===== src/rtl/pll_seq_pkg.sv =====
// Shared types and constants for the memory-domain PLL lock sequencer.
// State encoding is visible on the debug state port, so values are fixed.
package pll_seq_pkg;

    localparam int RETRY_W    = 4;
    localparam int LOSS_CNT_W = 16;

    typedef enum logic [2:0] {
        ASSERT_RST = 3'd0,
        WAIT_LOCK  = 3'd1,
        STABLE     = 3'd2,
        RUN        = 3'd3,
        FAULT      = 3'd4
    } seq_state_e;

    function automatic logic [RETRY_W-1:0] retry_inc(
        input logic [RETRY_W-1:0] cnt
    );
        return (cnt == '1) ? cnt : cnt + 1'b1;
    endfunction

endpackage


===== src/rtl/pll_lock_sequencer_if.sv =====
// PLL-side and reset-tree-side signals of the lock sequencer.
// loss_cnt exists only when PLL_SEQ_LOSS_CNT_EN is defined.
interface pll_lock_sequencer_if;
    import pll_seq_pkg::*;

    logic               pll_lock;
    logic               relock_req;
    logic               pll_reset;
    logic               rst_out;
    logic               ready;
    logic               fault;
    logic [RETRY_W-1:0] retry_cnt;
    logic [2:0]         state;
`ifdef PLL_SEQ_LOSS_CNT_EN
    logic [LOSS_CNT_W-1:0] loss_cnt;

    modport master (
        input  pll_lock,
        input  relock_req,
        output pll_reset,
        output rst_out,
        output ready,
        output fault,
        output retry_cnt,
        output state,
        output loss_cnt
    );

    modport slave (
        output pll_lock,
        output relock_req,
        input  pll_reset,
        input  rst_out,
        input  ready,
        input  fault,
        input  retry_cnt,
        input  state,
        input  loss_cnt
    );
`else
    modport master (
        input  pll_lock,
        input  relock_req,
        output pll_reset,
        output rst_out,
        output ready,
        output fault,
        output retry_cnt,
        output state
    );

    modport slave (
        output pll_lock,
        output relock_req,
        input  pll_reset,
        input  rst_out,
        input  ready,
        input  fault,
        input  retry_cnt,
        input  state
    );
`endif

endinterface


===== src/rtl/pll_lock_sequencer_bit_sync.sv =====
// Multi-flop synchronizer for a single asynchronous level signal.
// Output is the last stage; STAGES must be at least 2.
module bit_sync #(
    parameter int STAGES = 2
) (
    input  logic clk,
    input  logic reset,
    input  logic d,
    output logic q
);

    logic [STAGES-1:0] sync_q;
    logic [STAGES-1:0] sync_d;

    always_comb begin
        sync_d = {sync_q[STAGES-2:0], d};
    end

    always_ff @(posedge clk) begin
        if (reset) begin
            sync_q <= '0;
        end else begin
            sync_q <= sync_d;
        end
    end

    assign q = sync_q[STAGES-1];

endmodule


===== src/rtl/pll_lock_sequencer.sv =====
// PLL reset/lock supervisor releasing the memory-domain reset once lock is stable.
// Define PLL_SEQ_LOSS_CNT_EN to add the loss_cnt lock-loss counter output.
module pll_lock_sequencer
    import pll_seq_pkg::*;
#(
    parameter int RST_PULSE_CYC    = 16,
    parameter int LOCK_STABLE_CYC  = 1024,
    parameter int LOCK_TIMEOUT_CYC = 50000,
    parameter int MAX_RETRIES      = 4,
    parameter int SYNC_STAGES      = 2
) (
    input  logic                 clk,
    input  logic                 reset,
    pll_lock_sequencer_if.master bus
);

    localparam int PULSE_W  = $clog2(RST_PULSE_CYC + 1);
    localparam int STABLE_W = $clog2(LOCK_STABLE_CYC + 1);
    localparam int TMO_W    = $clog2(LOCK_TIMEOUT_CYC + 1);

    localparam logic [PULSE_W-1:0]  PULSE_LAST  = PULSE_W'(RST_PULSE_CYC - 1);
    localparam logic [STABLE_W-1:0] STABLE_LAST = STABLE_W'(LOCK_STABLE_CYC - 1);
    localparam logic [TMO_W-1:0]    TMO_LAST    = TMO_W'(LOCK_TIMEOUT_CYC - 1);
    localparam logic [RETRY_W-1:0]  RETRY_LAST  = RETRY_W'(MAX_RETRIES - 1);

    logic lock_s;

    seq_state_e          state_q, state_d;
    logic [PULSE_W-1:0]  pulse_cnt_q, pulse_cnt_d;
    logic [STABLE_W-1:0] stable_cnt_q, stable_cnt_d;
    logic [TMO_W-1:0]    tmo_cnt_q, tmo_cnt_d;
    logic [RETRY_W-1:0]  retry_cnt_q, retry_cnt_d;
    logic                pll_reset_q, pll_reset_d;
    logic                rst_out_q, rst_out_d;
    logic                ready_q, ready_d;
    logic                fault_q, fault_d;
    logic                tmo_hit;
`ifdef PLL_SEQ_LOSS_CNT_EN
    logic                  lock_lost;
    logic [LOSS_CNT_W-1:0] loss_cnt_q, loss_cnt_d;
`endif

    bit_sync #(
        .STAGES (SYNC_STAGES)
    ) u_lock_sync (
        .clk   (clk),
        .reset (reset),
        .d     (bus.pll_lock),
        .q     (lock_s)
    );

    // Counters default to zero so any state change clears them; only the
    // timeout timer survives STABLE->WAIT_LOCK so a glitching lock still times out.
    always_comb begin
        state_d      = state_q;
        pulse_cnt_d  = '0;
        stable_cnt_d = '0;
        tmo_cnt_d    = '0;
        retry_cnt_d  = retry_cnt_q;
        tmo_hit      = (tmo_cnt_q == TMO_LAST);
`ifdef PLL_SEQ_LOSS_CNT_EN
        lock_lost    = 1'b0;
`endif
        if (bus.relock_req) begin
            state_d     = ASSERT_RST;
            retry_cnt_d = '0;
        end else begin
            unique case (state_q)
                ASSERT_RST: begin
                    if (pulse_cnt_q == PULSE_LAST) begin
                        state_d = WAIT_LOCK;
                    end else begin
                        pulse_cnt_d = pulse_cnt_q + 1'b1;
                    end
                end
                WAIT_LOCK, STABLE: begin
                    if (tmo_hit) begin
                        if (MAX_RETRIES != 0 && retry_cnt_q == RETRY_LAST) begin
                            state_d = FAULT;
                        end else begin
                            state_d     = ASSERT_RST;
                            retry_cnt_d = retry_inc(retry_cnt_q);
                        end
                    end else begin
                        tmo_cnt_d = tmo_cnt_q + 1'b1;
                        if (state_q == WAIT_LOCK) begin
                            if (lock_s) begin
                                state_d = STABLE;
                            end
                        end else if (!lock_s) begin
                            state_d = WAIT_LOCK;
                        end else if (stable_cnt_q == STABLE_LAST) begin
                            state_d = RUN;
                        end else begin
                            stable_cnt_d = stable_cnt_q + 1'b1;
                        end
                    end
                end
                RUN: begin
                    if (!lock_s) begin
                        state_d = ASSERT_RST;
`ifdef PLL_SEQ_LOSS_CNT_EN
                        lock_lost = 1'b1;
`endif
                    end
                end
                FAULT: begin
                    state_d = FAULT;
                end
                default: begin
                    state_d = ASSERT_RST;
                end
            endcase
        end
        if (state_d == RUN) begin
            retry_cnt_d = '0;
        end
    end

    // Outputs are registered from the next state so they move with state.
    always_comb begin
        pll_reset_d = (state_d == ASSERT_RST) || (state_d == FAULT);
        rst_out_d   = (state_d != RUN);
        ready_d     = (state_d == RUN);
        fault_d     = (state_d == FAULT);
    end

    always_ff @(posedge clk) begin
        if (reset) begin
            state_q      <= ASSERT_RST;
            pulse_cnt_q  <= '0;
            stable_cnt_q <= '0;
            tmo_cnt_q    <= '0;
            retry_cnt_q  <= '0;
            pll_reset_q  <= 1'b1;
            rst_out_q    <= 1'b1;
            ready_q      <= 1'b0;
            fault_q      <= 1'b0;
        end else begin
            state_q      <= state_d;
            pulse_cnt_q  <= pulse_cnt_d;
            stable_cnt_q <= stable_cnt_d;
            tmo_cnt_q    <= tmo_cnt_d;
            retry_cnt_q  <= retry_cnt_d;
            pll_reset_q  <= pll_reset_d;
            rst_out_q    <= rst_out_d;
            ready_q      <= ready_d;
            fault_q      <= fault_d;
        end
    end

`ifdef PLL_SEQ_LOSS_CNT_EN
    always_comb begin
        loss_cnt_d = loss_cnt_q;
        if (lock_lost && loss_cnt_q != '1) begin
            loss_cnt_d = loss_cnt_q + 1'b1;
        end
    end

    always_ff @(posedge clk) begin
        if (reset) begin
            loss_cnt_q <= '0;
        end else begin
            loss_cnt_q <= loss_cnt_d;
        end
    end

    assign bus.loss_cnt = loss_cnt_q;
`endif

    assign bus.pll_reset = pll_reset_q;
    assign bus.rst_out   = rst_out_q;
    assign bus.ready     = ready_q;
    assign bus.fault     = fault_q;
    assign bus.retry_cnt = retry_cnt_q;
    assign bus.state     = state_q;

endmodule

===== src/flat_wrapper.sv =====
// flat-port wrapper written by rule: the top's interface ports become plain ports
module pll_lock_sequencer_flat import pll_seq_pkg::*;
#(
    parameter int RST_PULSE_CYC    = 16,
    parameter int LOCK_STABLE_CYC  = 1024,
    parameter int LOCK_TIMEOUT_CYC = 50000,
    parameter int MAX_RETRIES      = 4,
    parameter int SYNC_STAGES      = 2
)
  (clk, reset, bus_pll_lock, bus_relock_req, bus_pll_reset, bus_rst_out, bus_ready, bus_fault, bus_retry_cnt, bus_state);
  pll_lock_sequencer_if bus_i ();
  input  logic clk;
  input  logic reset;
  input wire logic [$bits(bus_i.pll_lock)-1:0] bus_pll_lock;
  input wire logic [$bits(bus_i.relock_req)-1:0] bus_relock_req;
  output wire logic [$bits(bus_i.pll_reset)-1:0] bus_pll_reset;
  output wire logic [$bits(bus_i.rst_out)-1:0] bus_rst_out;
  output wire logic [$bits(bus_i.ready)-1:0] bus_ready;
  output wire logic [$bits(bus_i.fault)-1:0] bus_fault;
  output wire logic [$bits(bus_i.retry_cnt)-1:0] bus_retry_cnt;
  output wire logic [$bits(bus_i.state)-1:0] bus_state;
  assign bus_i.pll_lock = bus_pll_lock;
  assign bus_i.relock_req = bus_relock_req;
  assign bus_pll_reset = bus_i.pll_reset;
  assign bus_rst_out = bus_i.rst_out;
  assign bus_ready = bus_i.ready;
  assign bus_fault = bus_i.fault;
  assign bus_retry_cnt = bus_i.retry_cnt;
  assign bus_state = bus_i.state;
  pll_lock_sequencer #(.RST_PULSE_CYC(RST_PULSE_CYC), .LOCK_STABLE_CYC(LOCK_STABLE_CYC), .LOCK_TIMEOUT_CYC(LOCK_TIMEOUT_CYC), .MAX_RETRIES(MAX_RETRIES), .SYNC_STAGES(SYNC_STAGES)) u_core (.clk(clk), .reset(reset), .bus(bus_i));
endmodule

===== config.mk =====
export PLATFORM = sky130hd
export DESIGN_NAME = pll_lock_sequencer_flat
export DESIGN_NICKNAME = d
export VERILOG_FILES = /design/src/rtl/pll_seq_pkg.sv /design/src/rtl/pll_lock_sequencer_if.sv /design/src/rtl/pll_lock_sequencer_bit_sync.sv /design/src/rtl/pll_lock_sequencer.sv /design/src/flat_wrapper.sv
export SDC_FILE = /design/constraint.sdc
export NUM_CORES = 1
export LEC_CHECK = 0
export ABC_AREA = 1
export CELL_PAD_IN_SITES_DETAIL_PLACEMENT = 0
export CELL_PAD_IN_SITES_GLOBAL_PLACEMENT = 1
export CORE_ASPECT_RATIO = 2
export CORE_MARGIN = 10
export CORE_UTILIZATION = 42
export CTS_BUF_LIST = sky130_fd_sc_hd__clkbuf_16
export DETAILED_ROUTE_END_ITERATION = 7
export PLACE_DENSITY = 0.86
export SYNTH_ARGS = -nofsm -noshare
export SYNTH_HDL_FRONTEND = slang
export SYNTH_HIERARCHICAL = 1
export SYNTH_SLANG_ARGS = --single-unit

===== constraint.sdc =====
create_clock -name clk -period 1.9 [get_ports clk]
set_clock_uncertainty 0.2 [all_clocks]
set_input_delay 0.285 -clock clk [delete_from_list [all_inputs] [get_ports clk]]
set_output_delay 0.285 -clock clk [all_outputs]
set_load 0.01 [all_outputs]

# After elaboration in Yosys (flattened, before gate mapping)
# Cells that the tools add are included.
# totals
ff_bits	45
in_bits	4
wordCells	50
# op_classes
addsub	4
n_eq_ne	12
mux	10
bitwise	5
n_reduce_logical	9
# op_table
cell	count
$mux W3	9
$add A16 B1 Y16 const B	1
$eq A16 B16 Y1 const B	1
$pmux W3 S4	1
$add A11 B1 Y11 const B	1
$eq A11 B10 Y1 const B	1
$eq A3 B2 Y1 const B	3
$reduce_or A4 Y1	2
$reduce_or A7 Y1	1
$eq A3 B3 Y1 const B	2
$logic_not A3 Y1	2
$add A5 B1 Y5 const B	1
$eq A5 B4 Y1 const B	1
$not A1 Y1	5
$add A4 B1 Y4 const B	1
$eq A4 B2 Y1 const B	1
$eq A4 B4 Y1 const B	1
$reduce_and A4 Y1	1
$eq A3 B1 Y1 const B	1
$ne A3 B2 Y1 const B	1
$reduce_or A3 Y1	1
$reduce_or A2 Y1	1
$logic_or A1 B1 Y1	1

# Longest topological paths before layout
# Gate-level depths: netlist of run 1.
# depth
ltp_word	9
ltp_mapped	12

# Modules after synthesis
# The synthesis of run 1 kept the hierarchy.
# by_module_without_submodules
mod	n_inst	cells_each	area_per_inst_um2
pll_lock_sequencer	1	262	1949.4
bit_sync	1	6	55.1

# Least setup slack after synthesis of run 1
# No wires, ideal clock.
# synth_path
path_type	register -> register
from	reg u_core.stable_cnt_q[0]
to	reg u_core.rst_out_q (netlist: u_core/bus.rst_out)
arrival_ps	1350
slack_ps	237
path_stages_with_launch	13
path_buffers	0
period_less_slack_ps	1663
cell_sequence	dfxtp_1 -> ha_1 -> nand2_1 -> nor2_2 -> nand3_1 -> nand2_1 -> nand2_1 -> nand2_1 -> nand2_2 -> nand2_2 -> nand3_2 -> nor2_1 -> inv_1
# synth_between
elab_chain_len	8
# synth_lines
element	line	source
start, declared	pll_lock_sequencer.sv:30	logic [STABLE_W-1:0] stable_cnt_q, stable_cnt_d;
start signal, assigned	pll_lock_sequencer.sv:142	stable_cnt_q <= stable_cnt_d;
$eq A11 B10 Y1	pll_lock_sequencer.sv:92	end else if (stable_cnt_q == STABLE_LAST) begin
$mux W3	pll_lock_sequencer.sv:92	
$mux W3	pll_lock_sequencer.sv:90	end else if (!lock_s) begin
$mux W3	pll_lock_sequencer.sv:86	if (state_q == WAIT_LOCK) begin
$mux W3	pll_lock_sequencer.sv:77	if (tmo_hit) begin
$pmux W3 S4	pll_lock_sequencer.sv:68	unique case (state_q)
$mux W3	pll_lock_sequencer.sv:64	if (bus.relock_req) begin
$ne A3 B2 Y1	pll_lock_sequencer.sv:123	rst_out_d = (state_d != RUN);
end signal, assigned	pll_lock_sequencer.sv:146	rst_out_q <= rst_out_d;
end, declared	pll_lock_sequencer.sv:34	logic rst_out_q, rst_out_d;
# No other way between the ends.
# A chain may end at the register's enable or synchronous reset.

# Worst setup path after layout of run 1
# layout_path
from	reg u_core.tmo_cnt_q[1]
to	reg u_core.tmo_cnt_q[12]
# layout_between
elab_chain_len	2
word_cells_on_any_way	3
cone_classes	add/sub: 1; eq/ne: 1; reduce/logical: 1
# layout_lines
element	line	source
start, declared	pll_lock_sequencer.sv:31	logic [TMO_W-1:0] tmo_cnt_q, tmo_cnt_d;
start signal, assigned	pll_lock_sequencer.sv:143	tmo_cnt_q <= tmo_cnt_d;
branches (longest 2 deep; another with $add A16 B1 Y16)	-	
# Several ways; the timed one is not identified.

==> results.md, run 1 <==
- Status: finished clean
- Synth Cell Area: 2000 sq um
- Fin util: 0.545
- Tcrit/Tclk final: 0.918
- DP Cell Count: between 300 and 400
- Routability congestion estimate: around 0.90
- Largest buffer count on any clock path: 2
- R2R Setup Slk: ~0.16 ns
- Worst setup endpoint: u_core/tmo_cnt_q[12]
- First-pass GRT wire length: 7410 um
- Switching power: roughly 0.00036 W
- Synth Area in Adders: 0.0312
- Mean post-synth cell area: 7.48 sq um
- Comb pwr share: 0.014
- Synthesized Nets: 277
- Die area: 8100 sq um
- Clock Sinks: 45
- Critical R2R Launch: u_core/tmo_cnt_q[1]
- GRT Util Overall: 0.115
- CTS root buf: clkbuf_16
- CP endpoint kind: flip-flop
- CTS Buf Count: 5
- Final Hold Slack: 0.208 ns
- CTS H-Tree Depth: 2
- Largest net degree at the start of global routing: 14
- Switching share of total power: 0.198
- Lkg Pwr: 0.920 nW
- Path depth of the worst reg2reg path: 8
- Worst skew pair latency: 0.28 ns
- Post-Syn Instances: 268
- Worst-margin pin slew: between 0.4 and 0.5 ns
- Kind of critical path: flip-flop to flip-flop
- Largest family of logic cells by synthesized area: simple AND/OR/NAND/NOR gates
- Most used cell, CP: nor3_1
- Setup violations, final: 0
- Area contributors post-synth: dfxtp_1 (45%), nand2_1 (8.8%), nor2_1 (8.6%)
- Post-synth top cells: nand2_1 (47), nor2_1 (46), dfxtp_1 (45)
- Share of the synthesized area in the top cell type: 0.449
- Layout cells sized above 1: 0.139
- Max Cap Viol: 0
- CP max-delay cell: dfxtp_1
- R2R Path End: u_core/tmo_cnt_q[12]
- Netlist cell types: 26
- Nets@finish: ~310
- # diodes: 0
- CTS hold repair buffers: 0
- Sequential share of the synthesized area: 0.449
- Synth Area in XOR/XNOR: 0.0481
- I/O pin count: 15
- Filler Cells Inserted: 482
- FFs w/ async S/R, synth: 0
- Fin. Hold Viols: 0
- Vias per inst: 4.86
- P per Cell Area: 714 nW/um^2
- Fmax: 0.573 GHz
- Routed len/inst: 11.7 um
- Yosys warning total: 6
- Main synth FF type: dfxtp_1
- Most common cell in the netlist: nand2_1
- Initial DRC count: 56
- Worst hold path stage count: 2
- Number of synthesized flops with an enable pin: 0
- Critical-path maximum fanout: 5
- RSZ-0062 raised after global routing: true
- Final Non-Filler Cells: 358
- CP Data Arrival Time: roughly 1.7 ns
- Gr ovfl total: 0
- TritonCTS clock tree: built
- Fin. max-slew vios: 0
- Post-DP HPWL: around 3300 um
- Hold Crit Class: flip-flop to flip-flop
- Mux cell area share after synthesis: 0
- Compound-Gate Fraction of Synth Area: 0.0481
- Chip width: between 60 and 70 um
- Row count: 35
- Post-layout min period: 1.74 ns
- Worst IR Drop VDD: ~0.82 mV
- Core area: 4600 sq um
- Max_slew headroom: 0.728
- Int Pwr: 0.00144 W
- Die Y: 118 um
- Port bufs: 14
- CP max stage delay: ~0.38 ns
- Cell chain of the critical path: ha_4 > nand2_1 > nor3_2 > nand3_2 > nor2_4 > inv_1 > nor3_1 > nor3_1
- Area Overhead vs Synth: 25.1%
- Post-route ant nets: 0
- Simple-gate share of the synthesized area: 0.339
- Post-synthesis register bit count: 45
- Clock network fraction of total power: 0.456
- CP required: roughly 1.9 ns
- Startpoint types: flip-flop
- Critical Path Start: u_core/tmo_cnt_q[1]
- Register clock-pin slew on the reported worst setup and hold paths: 0.06 ns
- DR pass1 iterations: 4
- Final wirelength: 4200 um
- Vias in the first global route: between 1.5k and 2k
- Via Count: between 1.5k and 2k
- DRC Markers: 0
- Starting Density: 0.436
- Antenna violations before repair: 0
- Seq pwr share: 0.530
- Largest area contributor in the netlist: dfxtp_1
-- placed cells by master (no fill, tap or decap), types with 2 or more instances in the layout --
cell type | Yosys | final
a21oi_1 | 8 | 8
inv_2 | 2 | 2
nor3_2 | 2 | 2
ha_1 | 5 | 4
nand2_2 | 4 | 4
xnor2_1 | 2 | 2
nand3_2 | 2 | 3
dfxtp_1 | 45 | 44
nor3b_1 | 2 | 2
clkbuf_16 | 0 | 5
buf_4 | 2 | 14
xor2_1 | 9 | 9
nor2_1 | 46 | 45
o21ai_0 | 4 | 4
clkdlybuf4s50_1 | 0 | 14
nand2_1 | 47 | 47
nor2_4 | 0 | 2
nor2_2 | 4 | 3
nand3_1 | 16 | 14
inv_1 | 39 | 41
o21a_1 | 3 | 3
nand4_1 | 6 | 6
nor4_1 | 2 | 2
nor3_1 | 13 | 13
-- stage by stage --
step | area (sq um) | power [W] | worst slack (ns) | setup TNS (ns)
detailed placement | 2320 | 0.000996 | 0.0331 | 0
floorplan | 2000 | 0.000982 | 0.237 | 0
global route | 2510 | 0.00186 | -0.0128 | -0.0454
CTS | 2460 | 0.00182 | 0.0425 | 0
global placement | 2320 | 0.000996 | 0.0387 | 0
finish | 2510 | 0.00179 | 0.155 | 0
-- cells by family (layout without fill, tap and decap cells) --
group / count (synthesis) / count (layout)
AOI/OAI and AO/OA: 17 / 17
and+or+nand+nor: 147 / 147
buffers and inverters: 43 / 78
DFF: 45 / 45
adders and majority gates: 5 / 5
xor gates and xnor gates: 11 / 11
-- per-layer routing --
| layer | up-vias | track usage | part of all wire |
|---|---|---|---|
| met5 | - | 0 | 0 |
| met4 | 0 | 0.0670 | 0.045 |
| met3 | 16 | 0.0324 | 0.040 |
| met2 | 25 | 0.211 | 0.58 |
| met1 | 790 | 0.100 | 0.34 |
| li1 | 910 | - | - |
-- flip-flops by register name (all words and copies together) (netlist names) --
signal	flops
u_core/bus.retry_cnt	4
u_core/bus.state	3
u_core/u_lock_sync/sync_q	2
u_core/tmo_cnt_q	16
u_core/bus.ready	1
u_core/stable_cnt_q	11
u_core/bus.fault	1
u_core/pulse_cnt_q	5
u_core/bus.rst_out	1
u_core/bus.pll_reset	1
-- power by group through the flow --
stage | registers, W | clock network [W] | logic [W]
floorplan | 0.000970 | 0 | 0.0000117
global placement | 0.000971 | 0 | 0.0000246
detailed placement | 0.000971 | 0 | 0.0000248
CTS | 0.000950 | 0.000843 | 0.0000250
global route | 0.000950 | 0.000878 | 0.0000280
finish | 0.000950 | 0.000817 | 0.0000244
-- final cells by class --
type | count | area [sq um] | share of cell area
clock inverter | 3 | 15.0 | 0.00599
sequential | 45 | 902 | 0.360
clock buffer | 5 | 125 | 0.0499
multi-input combinational | 180 | 977 | 0.390
inverter | 41 | 154 | 0.0614
tap | 55 | 68.8 | 0.0274
timing repair buffer | 29 | 265 | 0.106
-- timing repair --
action / CTS / global route
endpoints found under the setup margin: 0 / 34
setup buffers: 0 / 1
resized for setup: 0 / 9
-- worst max-delay path, delay by kind of cell (launching register included) --
kind                       cells  cell delay, ns
and+or+nand+nor                6            0.83
DFF                            1            0.38
buffers and inverters          1            0.07
adders and majority gates      1            0.16
-- how the worst min path moves through the flow --
stage,startpoint,end
2_1_floorplan,reset,u_core/u_lock_sync/sync_q[0]
3_3_place_gp,u_core/u_lock_sync/sync_q[0],u_core/u_lock_sync/sync_q[1]
3_5_place_dp,u_core/u_lock_sync/sync_q[0],u_core/u_lock_sync/sync_q[1]
4_1_cts,u_core/u_lock_sync/sync_q[0],u_core/u_lock_sync/sync_q[1]
5_1_grt,u_core/u_lock_sync/sync_q[0],u_core/u_lock_sync/sync_q[1]
6_report,u_core/u_lock_sync/sync_q[0],u_core/u_lock_sync/sync_q[1]
(Power assumes the default switching activity.)
==> run 2, diff against run 1 <==
==> constraint.sdc (replaced) <==
create_clock -name clk -period 1.9 [get_ports clk]
set_clock_uncertainty 0.2 [all_clocks]
set_input_delay 0.38 -clock clk [delete_from_list [all_inputs] [get_ports clk]]
set_output_delay 0.38 -clock clk [all_outputs]
set_load 0.01 [all_outputs]
==> results.md, run 2 (synthesized netlist as in run 1, its figures left out) <==
- Status: finished clean (unchanged)
- Top flop regs: u_core/tmo_cnt_q x16, u_core/stable_cnt_q x11, u_core/pulse_cnt_q x5 (unchanged)
- Critical-path maximum fanout: 4 (was 5)
- Area Overhead vs Synth: 26.8% (was 25.1%)
- CTS H-Tree Depth: 2 (unchanged)
- Fmax: 0.550 GHz (was 0.573 GHz)
- Kind of critical path: flip-flop to primary output (was flip-flop to flip-flop)
- CP bufs+invs: 1 (unchanged)
- Fin. max-slew vios: 0 (unchanged)
- Tcrit/Tclk final: 0.957 (was 0.918)
- CP Data Arrival Time: 1.24 ns (was 1.71 ns)
- CP required: 1.32 ns (was 1.87 ns)
- Fin. Hold Viols: 0 (unchanged)
- Die Y: 118 um (unchanged)
- Worst IR Drop VDD: 0.444 mV (was 0.819 mV)
- Chip width: 68.9 um (unchanged)
- Gr ovfl total: 0 (unchanged)
- DRC Markers: 0 (unchanged)
- Cell chain of the critical path: clkdlybuf4s50_1 (was ha_4 > nand2_1 > nor3_2 > nand3_2 > nor2_4 > inv_1 > nor3_1 > nor3_1)
- Routability congestion estimate: 0.822 (was 0.898)
- Most frequent cells in the layout: nand2_1 (46), nor2_1 (43), dfxtp_1 (42) (was nand2_1 (47), nor2_1 (45), dfxtp_1 (44))
- Antenna violations before repair: 0 (unchanged)
- Worst skew pair latency: 0.28 ns (about the same)
- Vias in the first global route: 1,834 (was 1,783)
- Die area: 8100 sq um (unchanged)
- First-pass GRT wire length: 7490 um (was 7410 um)
- Largest buffer count on any clock path: 2 (unchanged)
- Post-route ant nets: 0 (unchanged)
- GRT Util Overall: 0.115 (about the same)
- Pre-CTS setup slack: -0.0662 ns (was 0.0331 ns)
- Via Count: 1,727 (was 1,741)
- Fin worst setup slack: 0.0811 ns (was 0.155 ns)
- Nets@finish: 309 (was 311)
- Worst hold path stage count: 2 (unchanged)
- TritonCTS clock tree: built (unchanged)
- CP max stage delay: 0.57 ns (was 0.38 ns)
- Port bufs: 14 (unchanged)
- Setup TNS: 0 ns (unchanged)
- # diodes: 0 (unchanged)
- Starting Density: 0.436 (unchanged)
- Routed len/inst: 11.8 um (was 11.7 um)
- Startpoint types: flip-flop (unchanged)
- Post-DP HPWL: 3210 um (was 3270 um)
- Clock Sinks: 45 (unchanged)
- Final Hold Slack: 0.211 ns (was 0.208 ns)
- Path depth of the worst reg2reg path: 8 (unchanged)
- CTS root buf: clkbuf_16 (unchanged)
- Vias per inst: 4.85 (was 4.86)
- Row count: 35 (unchanged)
- WP depth: 1 (was 8)
- Core area: 4600 sq um (unchanged)
- CP max-delay cell: clkdlybuf4s50_1 (was dfxtp_1)
- Setup violations, final: 0 (unchanged)
- Most common cell after layout, fill and taps aside: nand2_1 (unchanged)
- Largest net degree at the start of global routing: 14 (unchanged)
- I/O pin count: 15 (unchanged)
- CP endpoint kind: primary output (was flip-flop)
- CTS hold repair buffers: 0 (unchanged)
- Register clock-pin slew on the reported worst setup and hold paths: 0.06 ns (about the same)
- Hold Crit Class: flip-flop to flip-flop (unchanged)
- Lkg Pwr: 0.934 nW (was 0.920 nW)
- CTS Buf Count: 5 (unchanged)
- Max reg flops: 16 (unchanged)
- Layout cells sized above 1: 0.163 (was 0.139)
- Worst-margin pin slew: 0.331 ns (was 0.405 ns)
- P per Cell Area: 706 nW/um^2 (was 714 nW/um^2)
- Biggest register: u_core/tmo_cnt_q (unchanged)
- Cell family with most CP delay: buffers and inverters (was simple AND/OR/NAND/NOR gates)
- DR pass1 iterations: 4 (unchanged)
- Max_slew headroom: 0.777 (was 0.728)
- Max Cap Viol: 0 (unchanged)
- Power, Total: 0.00179 W (about the same)
- Post-layout min period: 1.82 ns (was 1.74 ns)
- Initial DRC count: 44 (was 56)
- Final wirelength: 4190 um (was 4200 um)
==> run 2: changes by cell type in the layout (fill, tap and decap cells not counted), sizes merged <==
cell  previous run  this run
buf             15        13
==> run 2: repair_timing <==
| item | 4_1_cts | 5_1_grt |
|---|---|---|
| pin swaps | 0 | 9 |
| setup endpoints to repair | 1 | 32 |
| resized for setup | 1 | 21 |
| buffers inserted | 0 | 2 |
==> run 2: area by class of cell <==
class                           count  area [sq um]
Timing Repair Buffer               27           250
Sequential cell                    45           905
Clock inverter                      3          15.0
Multi-Input combinational cell    180          1020
Clock buffer                        5           125
Tap cell                           55          68.8
Inverter                           41           154
Fill cell                         442          2060
==> run 2: worst paths after layout <==
check	startpoint	endpoint	slack [ns]
hold / removal	u_core/u_lock_sync/sync_q[0]	u_core/u_lock_sync/sync_q[1]	0.21
hold reg to reg	u_core/u_lock_sync/sync_q[0]	u_core/u_lock_sync/sync_q[1]	0.21
setup / recovery	u_core/bus.retry_cnt[0]	bus_retry_cnt[0]	0.08
setup reg to reg	u_core/tmo_cnt_q[0]	u_core/tmo_cnt_q[12]	0.16
==> run 2: report_power, final <==
part           switching [W]  internal [W]
Sequential        0.00000364      0.000948
Clock               0.000337      0.000477
Combinational      0.0000148     0.0000146
==> run 2: per-layer routing <==
| layer | global-route usage | share of wire | vias to the layer above |
|---|---|---|---|
| met5 | 0 | 0 | - |
| met4 | 0.0459 | 0.0060 | 0 |
| met3 | 0.0362 | 0.044 | 2 |
| met2 | 0.214 | 0.60 | 30 |
| met1 | 0.105 | 0.35 | 788 |
| li1 | - | - | 907 |
==> run 2: stage by stage <==
stage	instance area, sq um	util	instances
global route	2540	0.553	356
floorplan	2000	-	268
detailed placement	2290	0.499	346
CTS	2440	0.530	354
finish	2540	0.553	356
global placement	2290	0.499	346
==> run 3, diff against run 2 <==
--- a/config.mk
+++ b/config.mk
@@ -8,7 +8,7 @@
 export ABC_AREA = 1
 export CELL_PAD_IN_SITES_DETAIL_PLACEMENT = 0
 export CELL_PAD_IN_SITES_GLOBAL_PLACEMENT = 1
-export CORE_ASPECT_RATIO = 2
+export CORE_ASPECT_RATIO = 0.7
 export CORE_MARGIN = 10
 export CORE_UTILIZATION = 42
 export CTS_BUF_LIST = sky130_fd_sc_hd__clkbuf_16
==> results.md, run 3 (synthesized netlist as in run 1, its figures left out) <==
- Status: finished clean (unchanged)
- Int Pwr: 0.00144 W (about the same)
- Largest buffer count on any clock path: 2 (unchanged)
- I/O pin count: 15 (unchanged)
- R2R Path End: u_core/bus.retry_cnt[0] (was u_core/tmo_cnt_q[12])
- First-pass GRT wire length: 6800 um (was 7490 um)
- Clock network fraction of total power: 0.453 (about the same)
- Max Cap Viol: 0 (unchanged)
- WP depth: 1 (unchanged)
- P per Cell Area: 707 nW/um^2 (was 706 nW/um^2)
- Fin. max-slew vios: 0 (unchanged)
- Kind of critical path: flip-flop to primary output (unchanged)
- Core area: 4480 sq um (was 4600 sq um)
- Vias in the first global route: 1,586 (was 1,834)
- GRT Util Overall: 0.102 (was 0.115)
- Initial DRC count: 55 (was 44)
- Antenna violations before repair: 0 (unchanged)
- Starting Density: 0.447 (was 0.436)
- Area Overhead vs Synth: 26.2% (was 26.8%)
- Power, Total: 0.00179 W (about the same)
- R2R Setup Slk: 0.09 ns (was 0.16 ns)
- CTS Buf Count: 5 (unchanged)
- DR pass1 iterations: 4 (unchanged)
- Post-route ant nets: 0 (unchanged)
- Post-DP HPWL: 2880 um (was 3210 um)
- Critical R2R Launch: u_core/tmo_cnt_q[1] (was u_core/tmo_cnt_q[0])
- Register clock-pin slew on the reported worst setup and hold paths: 0.06 ns (about the same)
- Hold Crit Class: flip-flop to flip-flop (unchanged)
- Row count: 20 (was 35)
- Largest net degree at the start of global routing: 14 (unchanged)
- Gr ovfl total: 0 (unchanged)
- Nets@finish: 310 (was 309)
- Vias per inst: 4.71 (was 4.85)
- Setup violations, final: 0 (unchanged)
- CP Data Arrival Time: 1.25 ns (was 1.24 ns)
- Tcrit/Tclk final: 0.964 (was 0.957)
- Layout cells sized above 1: 0.159 (was 0.163)
- Max reg flops: 16 (unchanged)
- Startpoint types: flip-flop (unchanged)
- Fmax: 0.546 GHz (was 0.550 GHz)
- CTS root buf: clkbuf_16 (unchanged)
- Worst IR Drop VDD: 0.404 mV (was 0.444 mV)
- Die area: 7980 sq um (was 8100 sq um)
- Comb pwr share: 0.015 (was 0.016)
- Routability congestion estimate: 0.802 (was 0.822)
- Die Y: 77.8 um (was 118 um)
- Clock Sinks: 45 (unchanged)
- Max_slew headroom: 0.757 (was 0.777)
- Critical Path Start: u_core/bus.state[2] (was u_core/bus.retry_cnt[0])
- Top flop regs: u_core/tmo_cnt_q x16, u_core/stable_cnt_q x11, u_core/pulse_cnt_q x5 (unchanged)
- Cell family with most CP delay: buffers and inverters (unchanged)
- Worst setup endpoint: bus_state[2] (was bus_retry_cnt[0])
- Worst skew pair latency: 0.28 ns (about the same)
- CTS hold repair buffers: 0 (unchanged)
- CP max stage delay: 0.57 ns (about the same)
- Lkg Pwr: 0.949 nW (was 0.934 nW)
- TritonCTS clock tree: built (unchanged)
- Cell chain of the critical path: clkdlybuf4s50_1 (unchanged)
- Switching share of total power: 0.195 (was 0.198)
- Final wirelength: 3890 um (was 4190 um)
- Fin util: 0.565 (was 0.553)
- Post-layout min period: 1.83 ns (was 1.82 ns)
- Chip width: 103 um (was 68.9 um)
- Path depth of the worst reg2reg path: 8 (unchanged)
- Port bufs: 14 (unchanged)
- CP endpoint kind: primary output (unchanged)
- CTS H-Tree Depth: 2 (unchanged)
- Routed len/inst: 10.9 um (was 11.8 um)
- CP required: 1.32 ns (about the same)
- Worst-margin pin slew: 0.361 ns (was 0.331 ns)
- DRC Markers: 0 (unchanged)
- Seq pwr share: 0.531 (was 0.530)
- Fin. Hold Viols: 0 (unchanged)
- CP bufs+invs: 1 (unchanged)
- Most frequent cells in the layout: nand2_1 (47), nor2_1 (43), dfxtp_1 (42) (was nand2_1 (46), nor2_1 (43), dfxtp_1 (42))
- Switching power: 0.000349 W (was 0.000355 W)
- CP max-delay cell: clkdlybuf4s50_1 (unchanged)
- Critical-path maximum fanout: 5 (was 4)
- Most common cell after layout, fill and taps aside: nand2_1 (unchanged)
- Via Count: 1,682 (was 1,727)
- Biggest register: u_core/tmo_cnt_q (unchanged)
- # diodes: 0 (unchanged)
run 3: metal layers:
metal / wire length [um] / GRT usage
met1: 2020 / 0.132
met3: 170 / 0.0363
met2: 1690 / 0.159
met5: 0 / 0
met4: 13 / 0.0169
run 3: worst reg2reg max path: stages (launching register included):
cell     delay, ns
dfxtp_2       0.33
ha_2          0.21
nand3_4       0.10
nor2_4        0.15
nand3_4       0.11
nor3_4        0.27
buf_4         0.16
xnor2_1       0.11
nor2_1        0.06
run 3: area by class of cell:
| type | count | area [sq um] |
|---|---|---|
| well taps | 55 | 68.8 |
| inverters | 41 | 154 |
| clock inverters | 3 | 13.8 |
| repair buffers | 28 | 270 |
| fillers | 459 | 1950 |
| clock buffers | 5 | 125 |
| flip-flops and latches | 45 | 905 |
| multi-input cells | 180 | 992 |
run 3: worst min path at each step:
| stage | start | to | cells after the start |
|---|---|---|---|
| floorplan | u_core/u_lock_sync/sync_q[0] | u_core/u_lock_sync/sync_q[1] | 2 |
| global placement | u_core/u_lock_sync/sync_q[0] | u_core/u_lock_sync/sync_q[1] | 2 |
| detailed placement | u_core/u_lock_sync/sync_q[0] | u_core/u_lock_sync/sync_q[1] | 2 |
| CTS | u_core/u_lock_sync/sync_q[0] | u_core/u_lock_sync/sync_q[1] | 2 |
| global route | u_core/u_lock_sync/sync_q[0] | u_core/u_lock_sync/sync_q[1] | 2 |
| finish | u_core/u_lock_sync/sync_q[0] | u_core/u_lock_sync/sync_q[1] | 2 |
run 3: repair_timing:
action                     4_1_cts  5_1_grt
resized for setup                0       17
setup endpoints to repair        0       33
setup buffers                    0        2
run 3: per-stage QoR:
stage	hold slack (ns)	instances	setup TNS [ns]	worst slack [ns]	cell area (sq um)
floorplan	0.188	268	0	0.237	2000
finish	0.204	357	0	0.0682	2530
global route	0.221	357	-0.0191	-0.0191	2530
CTS	0.208	355	0	0.0386	2450
detailed placement	0.199	347	-0.0000955	-0.0000955	2310
global placement	0.194	347	0	0.0337	2310
run 3: power by group through the flow:
stage               Sequential [W]  Clock (W)  Combinational (W)
finish                    0.000950   0.000810          0.0000272
global placement          0.000971          0          0.0000275
floorplan                 0.000970          0          0.0000117
global route              0.000949   0.000885          0.0000298
CTS                       0.000950   0.000836          0.0000273
detailed placement        0.000971          0          0.0000273
